<file path="config.mk">
export PLATFORM = sky130hd
export DESIGN_NAME = ray_aabb_sched
export DESIGN_NICKNAME = d
export VERILOG_FILES = /design/src/rtl/ray_aabb_sched.sv
export SDC_FILE = /design/constraint.sdc
export NUM_CORES = 1
export LEC_CHECK = 0
export ABC_AREA = 1
export CORE_AREA = 2 2 278 280
export DETAILED_ROUTE_END_ITERATION = 12
export DIE_AREA = 0 0 280 282
export PLACE_DENSITY = 0.46
export SLEW_MARGIN = 0
export SYNTH_ARGS = -nofsm -noshare
export SYNTH_HDL_FRONTEND = slang
export SYNTH_SLANG_ARGS = --single-unit
</file>
<file path="constraint.sdc">
create_clock -name clk -period 6.9 [get_ports clk]
set_input_delay 1.38 -clock clk [delete_from_list [all_inputs] [get_ports clk]]
set_output_delay 1.38 -clock clk [all_outputs]
set_load 0.01 [all_outputs]
</file>
<file path="src/rtl/ray_aabb_sched.sv">
// Two-requester front end for a fixed-latency Ray_AABB_11_5 core: round-robin arbitration,
// operand register, tag tracking pipeline and an in-order FWFT result FIFO with credit flow control.
module ray_aabb_sched #(
  parameter int unsigned W     = 19,
  parameter int unsigned LAT   = 8,
  parameter int unsigned DEPTH = 8,
  parameter int unsigned TAG_W = 4
) (
  input  logic               clk,
  input  logic               rst,
  input  logic               req0_valid,
  output logic               req0_ready,
  input  logic [9*W-1:0]     req0_box,
  input  logic [2:0]         req0_dir,
  input  logic [3*W-1:0]     req0_inv,
  input  logic [TAG_W-1:0]   req0_tag,
  input  logic               req1_valid,
  output logic               req1_ready,
  input  logic [9*W-1:0]     req1_box,
  input  logic [2:0]         req1_dir,
  input  logic [3*W-1:0]     req1_inv,
  input  logic [TAG_W-1:0]   req1_tag,
  output logic [9*W-1:0]     core_box,
  output logic [2:0]         core_dir,
  output logic [3*W-1:0]     core_inv,
  input  logic               core_hit,
  output logic               res_valid,
  input  logic               res_ready,
  output logic               res_hit,
  output logic [TAG_W-1:0]   res_tag,
  output logic               res_src,
  output logic               busy
);
  localparam int unsigned IW = $clog2(LAT + 2);
  localparam int unsigned CW = $clog2(DEPTH + 1);
  localparam int unsigned PW = (DEPTH > 1) ? $clog2(DEPTH) : 1;
  localparam int unsigned EW = TAG_W + 2;

  logic             ptr_q;
  logic             gnt0, gnt1, credit_ok, accept, sel;
  logic [31:0]      outstanding;
  logic             stg_vld_q;
  logic [TAG_W-1:0] stg_tag_q;
  logic             stg_src_q;
  logic [LAT-1:0]   trk_vld_q;
  logic [TAG_W-1:0] trk_tag_q [LAT];
  logic [LAT-1:0]   trk_src_q;
  logic [IW-1:0]    inflight_q, inflight_d;
  logic [CW-1:0]    fifo_cnt_q, fifo_cnt_d;
  logic [PW-1:0]    wptr_q, rptr_q;
  logic [EW-1:0]    mem_q [DEPTH];
  logic [EW-1:0]    head;
  logic             push, pop;

  function automatic logic [PW-1:0] wrap_inc(input logic [PW-1:0] p);
    return (p == PW'(DEPTH - 1)) ? '0 : p + 1'b1;
  endfunction

  // Credits come from registered counts only, so a same-cycle pop frees its slot a cycle later.
  assign outstanding = 32'(inflight_q) + 32'(fifo_cnt_q);
  assign credit_ok   = outstanding < DEPTH;

  always_comb begin
    gnt0 = req0_valid && (!req1_valid || !ptr_q);
    gnt1 = req1_valid && (!req0_valid || ptr_q);
  end

  assign req0_ready = !rst && gnt0 && credit_ok;
  assign req1_ready = !rst && gnt1 && credit_ok;
  assign accept     = (req0_valid && req0_ready) || (req1_valid && req1_ready);
  assign sel        = req1_valid && req1_ready;

  // The stage register rides with core_*, so the last tracking slot lines up with core_hit.
  assign push = trk_vld_q[LAT-1];
  assign pop  = res_valid && res_ready;
  assign head = mem_q[rptr_q];

  assign res_valid = !rst && (fifo_cnt_q != '0);
  assign res_hit   = res_valid && head[EW-1];
  assign res_tag   = res_valid ? head[EW-2:1] : '0;
  assign res_src   = res_valid && head[0];
  assign busy      = !rst && ((inflight_q != '0) || (fifo_cnt_q != '0));

  always_comb begin
    inflight_d = inflight_q;
    if (accept && !push) begin
      inflight_d = inflight_q + 1'b1;
    end else if (!accept && push) begin
      inflight_d = inflight_q - 1'b1;
    end
    fifo_cnt_d = fifo_cnt_q;
    if (push && !pop) begin
      fifo_cnt_d = fifo_cnt_q + 1'b1;
    end else if (!push && pop) begin
      fifo_cnt_d = fifo_cnt_q - 1'b1;
    end
  end

  always_ff @(posedge clk) begin
    if (rst) begin
      ptr_q      <= 1'b0;
      stg_vld_q  <= 1'b0;
      trk_vld_q  <= '0;
      inflight_q <= '0;
      fifo_cnt_q <= '0;
      wptr_q     <= '0;
      rptr_q     <= '0;
      core_box   <= '0;
      core_dir   <= '0;
      core_inv   <= '0;
    end else begin
      stg_vld_q  <= accept;
      trk_vld_q  <= (trk_vld_q << 1) | LAT'(stg_vld_q);
      inflight_q <= inflight_d;
      fifo_cnt_q <= fifo_cnt_d;
      if (accept) begin
        ptr_q    <= ~sel;
        core_box <= sel ? req1_box : req0_box;
        core_dir <= sel ? req1_dir : req0_dir;
        core_inv <= sel ? req1_inv : req0_inv;
      end
      if (push) wptr_q <= wrap_inc(wptr_q);
      if (pop)  rptr_q <= wrap_inc(rptr_q);
    end
  end

  // Payload path needs no reset: every use is qualified by a valid bit or the FIFO count.
  always_ff @(posedge clk) begin
    if (accept) begin
      stg_tag_q <= sel ? req1_tag : req0_tag;
      stg_src_q <= sel;
    end
    trk_tag_q[0] <= stg_tag_q;
    trk_src_q[0] <= stg_src_q;
    for (int i = 1; i < LAT; i++) begin
      trk_tag_q[i] <= trk_tag_q[i-1];
      trk_src_q[i] <= trk_src_q[i-1];
    end
    if (push && !rst) mem_q[wptr_q] <= {core_hit, trk_tag_q[LAT-1], trk_src_q[LAT-1]};
  end

  always_ff @(posedge clk) begin
    if (!rst) begin
      assert (!(push && !pop && fifo_cnt_q == CW'(DEPTH)))
        else $error("ray_aabb_sched: push into full result FIFO");
    end
  end

endmodule

</file>
# After elaboration in Yosys (flattened, before gate mapping)
# Memory sizes are Yosys's and may differ from the RTL's. A register that Yosys moved wholly into a read port is not among the register bits.
# Cells that the tools add are included.
[op_classes]
add_sub_neg = 7
magnitude_cmp = 1
n_eq_ne = 2
n_mux = 15
bitwise_logic = 2
reduce_logical = 33
[op_table]
columns = ["op", "count"]
rows = [
  ["$mux 171", 1],
  ["$mux 57", 1],
  ["$mux 4", 6],
  ["$logic_and 1x1->1", 18],
  ["$mux 3", 5],
  ["$add 4x1->4 const B", 2],
  ["$or 8x1->8", 1],
  ["$reduce_bool 4->1", 2],
  ["$sub 4x1->4 const B", 2],
  ["$logic_not 1->1", 7],
  ["$add 3x1->3 const B", 2],
  ["$eq 3x3->1 const B", 2],
  ["$add 4x4->5", 1],
  ["$lt 5x4->1 const B", 1],
  ["$logic_or 1x1->1", 4],
  ["$reduce_bool 2->1", 2],
  ["$mux 1", 2],
  ["$not 1->1", 1],
]
[totals]
register_bits = 268
ramBits = 80
inputBits = 476
output_inout_bits = 241
elab_cells = 75
n_memories = 2
[mem_list]
columns = ["memory", "depth", "word_bits", "rd", "rd_ports_with_merged_regs", "write_ports", "line_no", "rtl"]
rows = [
  ["mem_q", 8, 6, 1, 1, 1, "51", "logic [EW-1:0] mem_q [DEPTH];"],
  ["trk_tag_q", 8, 4, 8, 0, 8, "46", "logic [TAG_W-1:0] trk_tag_q [LAT];"],
]

# Depth between registers and ports, before layout
[depth]
word_depth = 11
mapped_depth = 16
ltp_nobuf = 14

# Worst setup path after synthesis
# No wires, ideal clock.
[synth_timing]
path_kind = "input-to-output"
from = "in rst"
to = "out req1_ready"
arrival_time_ps = 2343
required_ps = 5520
path_slack_ps = 3177
cell_stages = 9
path_cell_list = "buf_6 -> clkinv_2 -> nand2_1 -> nor2_1 -> nand3_1 -> buf_4 -> buf_2 -> buf_2 -> inv_1"
[synth_via]
elab_chain_len = 3
[synth_rtl]
columns = ["item", "line_no", "rtl"]
rows = [
  ["start, declared", "10", "input logic rst,"],
  ["$logic_not 1->1", "--", ""],
  ["$logic_and 1x1->1 (2 in a row)", "69", "assign req1_ready = !rst && gnt1 && credit_ok;"],
  ["end, declared", "18", "output logic req1_ready,"],
]
# Every way passes these cells.

# Worst setup path after layout
[layout_timing]
from = "in rst"
to = "out req0_ready"
[layout_via]
elab_chain_len = 3
[layout_rtl]
columns = ["item", "line_no", "rtl"]
rows = [
  ["$logic_not 1->1", "--", ""],
  ["$logic_and 1x1->1 (2 in a row)", "68", "assign req0_ready = !rst && gnt0 && credit_ok;"],
  ["end, declared", "12", "output logic req0_ready,"],
]
# Every way passes these cells.

==> results by group <==
Status
  • Status: completed

Clock tree
  • Root Buffer: clkbuf_16
  • Clock Sink Count: approximately 350
  • H-tree depth: 2
  • Cts bufs inserted: 46
  • CTS tree: built
  • Hold Buf Count CTS: 0
  • CTS resizes: 0
  • Clock slew at reported path FFs: about 0.060 ns
  • Worst-skew pair later-pin latency: 0.59 ns
  • Setup bufs post-CTS: 0
  • CTS max path bufs: 3

STA
  • Setup TNS: 0 ns
  • Least-Margin Pin Slew: 1.086 ns
  • Final setup viols: 0
  • Setup Skew: between 0.01 and 0.015 ns
  • RSZ-0062 raised after global routing: false
  • Final Cycle Share: between 70% and 80%
  • Crit path time final: 5.149 ns
  • Slew margin rel.: between 20 and 30%
  • Final hold violations: 0
  • Fin. max-slew vios: 0
  • Fmax: 194.2 MHz

Yosys
  • Syn Nets: around 3100
  • Post-Syn Instances: around 2600
  • Cell area after synthesis: roughly 17000 µm²
  • Unique masters post-synth: 26
  • Ys async rst share: 0%
  • Post-synth EDFFs: 53
  • Register area share after synthesis: a little over two fifths
  • Post-synth top flop: dfxtp_1
  • Top-count cell post-synth: nor2_1
  • Synth Register Bits: about 350
  • Top cells by count, synth: nor2_1, nand2_1, dfxtp_1, inv_1, nand3b_1
  • Cell type with the largest total area after synthesis: dfxtp_1
  • Syn_area_per_cell: around 6.7 µm²
  • Warnings, synthesis: 0
  • Largest cells by area after synthesis: dfxtp_1, nor2_1, nand2_1
  • Post-synth top area share: 34.17%

Power and ir drop
  • Clock share of power: 31.0%
  • Internal power: between 5 and 6 mW
  • Part of the power in registers: between 30% and 40%
  • Switch Pwr: about 2.5 mW
  • Switching part of the total power: between 30% and 40%
  • Peak VDD IR: 0.0001618 V
  • Logic gate share of total power: about a third
  • Power Dens Cells: 284.2 nW/µm²
  • Leakage: around 13 nW

Setup path
  • Worst setup EP type: output port
  • Crit path max fanout: 80
  • CP Class: primary input to output port
  • Worst Path Arrival: ~3.8 ns
  • Register-to-Register Path Depth: 12
  • Startpoint Class: primary input
  • Crit path required time: 5.52 ns

Placement
  • GPL Wtd Cong: roughly 0.84
  • IO Port Bufs: roughly 720
  • DPL Wire Length: 48050 µm
  • Inst Count DP: a little over 4000

Finish
  • Area Overhead vs Synth: 52.38%
  • Post-layout nets: approximately 3700
  • Proportion of layout cells with a drive suffix above 1: under 10%
  • FILL cells: 8162
  • Non-Filler Instances: about 4200

Die
  • # IOs: about 720
  • Die width: between 200 and 300 µm
  • Full die area: 78960 µm²
  • Row cnt: roughly 100
  • Initial Util: a little under a quarter
  • Core Region: 75700 µm²
  • DIE HEIGHT: 282 µm

Worst hold path
  • Min-Delay Path Class: flop to flop
  • Min-Delay Path Depth: 0

GRT
  • First-pass GRT wire length: a little under 100000 µm
  • Largest net degree at the start of global routing: between 200 and 250
  • Total gr overflow: 0
  • Initial antenna violation count: 16
  • Number of global-route vias before repair: 16110
  • Total GRT Usage: between 10% and 20%

Detailed routing
  • Drt wl/cell: 16.01 µm
  • Initial DRC count: between 800 and 900
  • # DRC: 0
  • Total number of vias: around 17000
  • Via density: between 4 and 5
  • 1st-pass router iterations: 7
  • Routed WL: 67770 µm
  • Final ANT Viol Nets: 0

Job
  • Max Cap Viol: 0
metrics by stage:
step	setup WS [ns]	util, %	instance area [µm²]	power (mW)	hold slack (ns)
after floorplan	3.177	-	17460	4.071	0.3096
after global placement	1.660	33.17	25110	5.311	0.3101
after detailed placement	1.684	33.17	25110	5.305	0.3121
after CTS	1.682	35.12	26580	7.722	0.3173
after global routing	1.544	35.14	26600	8.086	0.3221
final	1.751	35.15	26600	7.561	0.3198
routing by layer:
layer / up-vias / GRT usage [%] / wire [µm] / share of wire (%)
li1: 9063 / - / - / -
met1: 7516 / 18.35 / 26690 / 39
met2: 431 / 29.18 / 34630 / 51
met3: 92 / 5.005 / 4987 / 7.4
met4: 16 / 4.580 / 1369 / 2.0
met5: - / 0 / 95 / 0.14
worst max-delay path: stages:
cell	delay (ns)
clkdlybuf4s50_1	0.40
buf_4	0.21
inv_8	0.39
nand2_1	0.10
nor2_1	0.19
nand3_4	0.30
inv_1	0.19
clkdlybuf4s50_1	0.57
cells by family after synthesis:
group,synth area share (%)
buffers and inverters,10.78
and+or+nand+nor,42.68
AOI/OAI and AO/OA,1.691
adders and majority gates,1.161
DFF,43.29
xor gates and xnor gates,0.4013
path summary, 6_finish.rpt:
path,end,startpoint,slack (ns)
max reg2reg,inflight_q[3]$_SDFFE_PP0P_,inflight_q[3]$_SDFFE_PP0P_,3.35
min reg2reg,trk_tag_q[0][6]$_DFF_P_,trk_tag_q[0][2]$_DFF_P_,0.32
min,trk_tag_q[0][6]$_DFF_P_,trk_tag_q[0][2]$_DFF_P_,0.32
max,req0_ready,rst,1.75
power groups by stage:
stage | Sequential (mW) | Clock (mW) | Combinational, mW
after floorplan | 2.77 | 0 | 1.30
after global placement | 2.67 | 0 | 2.64
after detailed placement | 2.67 | 0 | 2.63
after CTS | 2.63 | 2.44 | 2.65
after global routing | 2.68 | 2.52 | 2.89
final | 2.63 | 2.34 | 2.59
layout by cell type, fill, tap and decap left out:
master / count
a211oi_1: 1
a21oi_1: 7
buf_12: 3
buf_4: 9
clkbuf_1: 10
clkbuf_16: 47
clkbuf_8: 10
clkdlybuf4s50_1: 716
clkinv_2: 6
clkinv_8: 1
clkinvlp_4: 4
dfxtp_1: 298
diode_2: 8
edfxtp_1: 53
fa_1: 2
ha_1: 13
inv_1: 259
inv_16: 2
inv_6: 1
inv_8: 1
nand2_1: 730
nand2_8: 1
nand3_1: 7
nand3_4: 2
nand3b_1: 231
nor2_1: 774
nor3_1: 1
nor4_1: 1
o21ai_0: 47
o21ai_1: 2
o31ai_1: 1
xnor2_1: 2
xor2_1: 6
layout make-up:
cell class,instances,area [µm²],share of cell area (%)
Antenna cell,8,20.02,0.07525
Clock buffer,67,1351,5.079
Clock inverter,14,125.1,0.4703
Inverter,260,983.4,3.697
Multi-Input combinational cell,1828,8049,30.25
Sequential cell,351,7557,28.41
Tap cell,978,1224,4.600
Timing Repair Buffer,728,7295,27.42
flip-flops by register name, summed over array words and instances, names as in the netlist, 4 cells and up, named ones only:
name / cells
core_box: 171
stg_tag_q: 4
trk_tag_q: 32
mem_q: 48
fifo_cnt_q: 4
trk_vld_q: 8
trk_src_q: 8
core_inv: 57
inflight_q: 4
No activity file was read; power rests on OpenSTA's default activity.
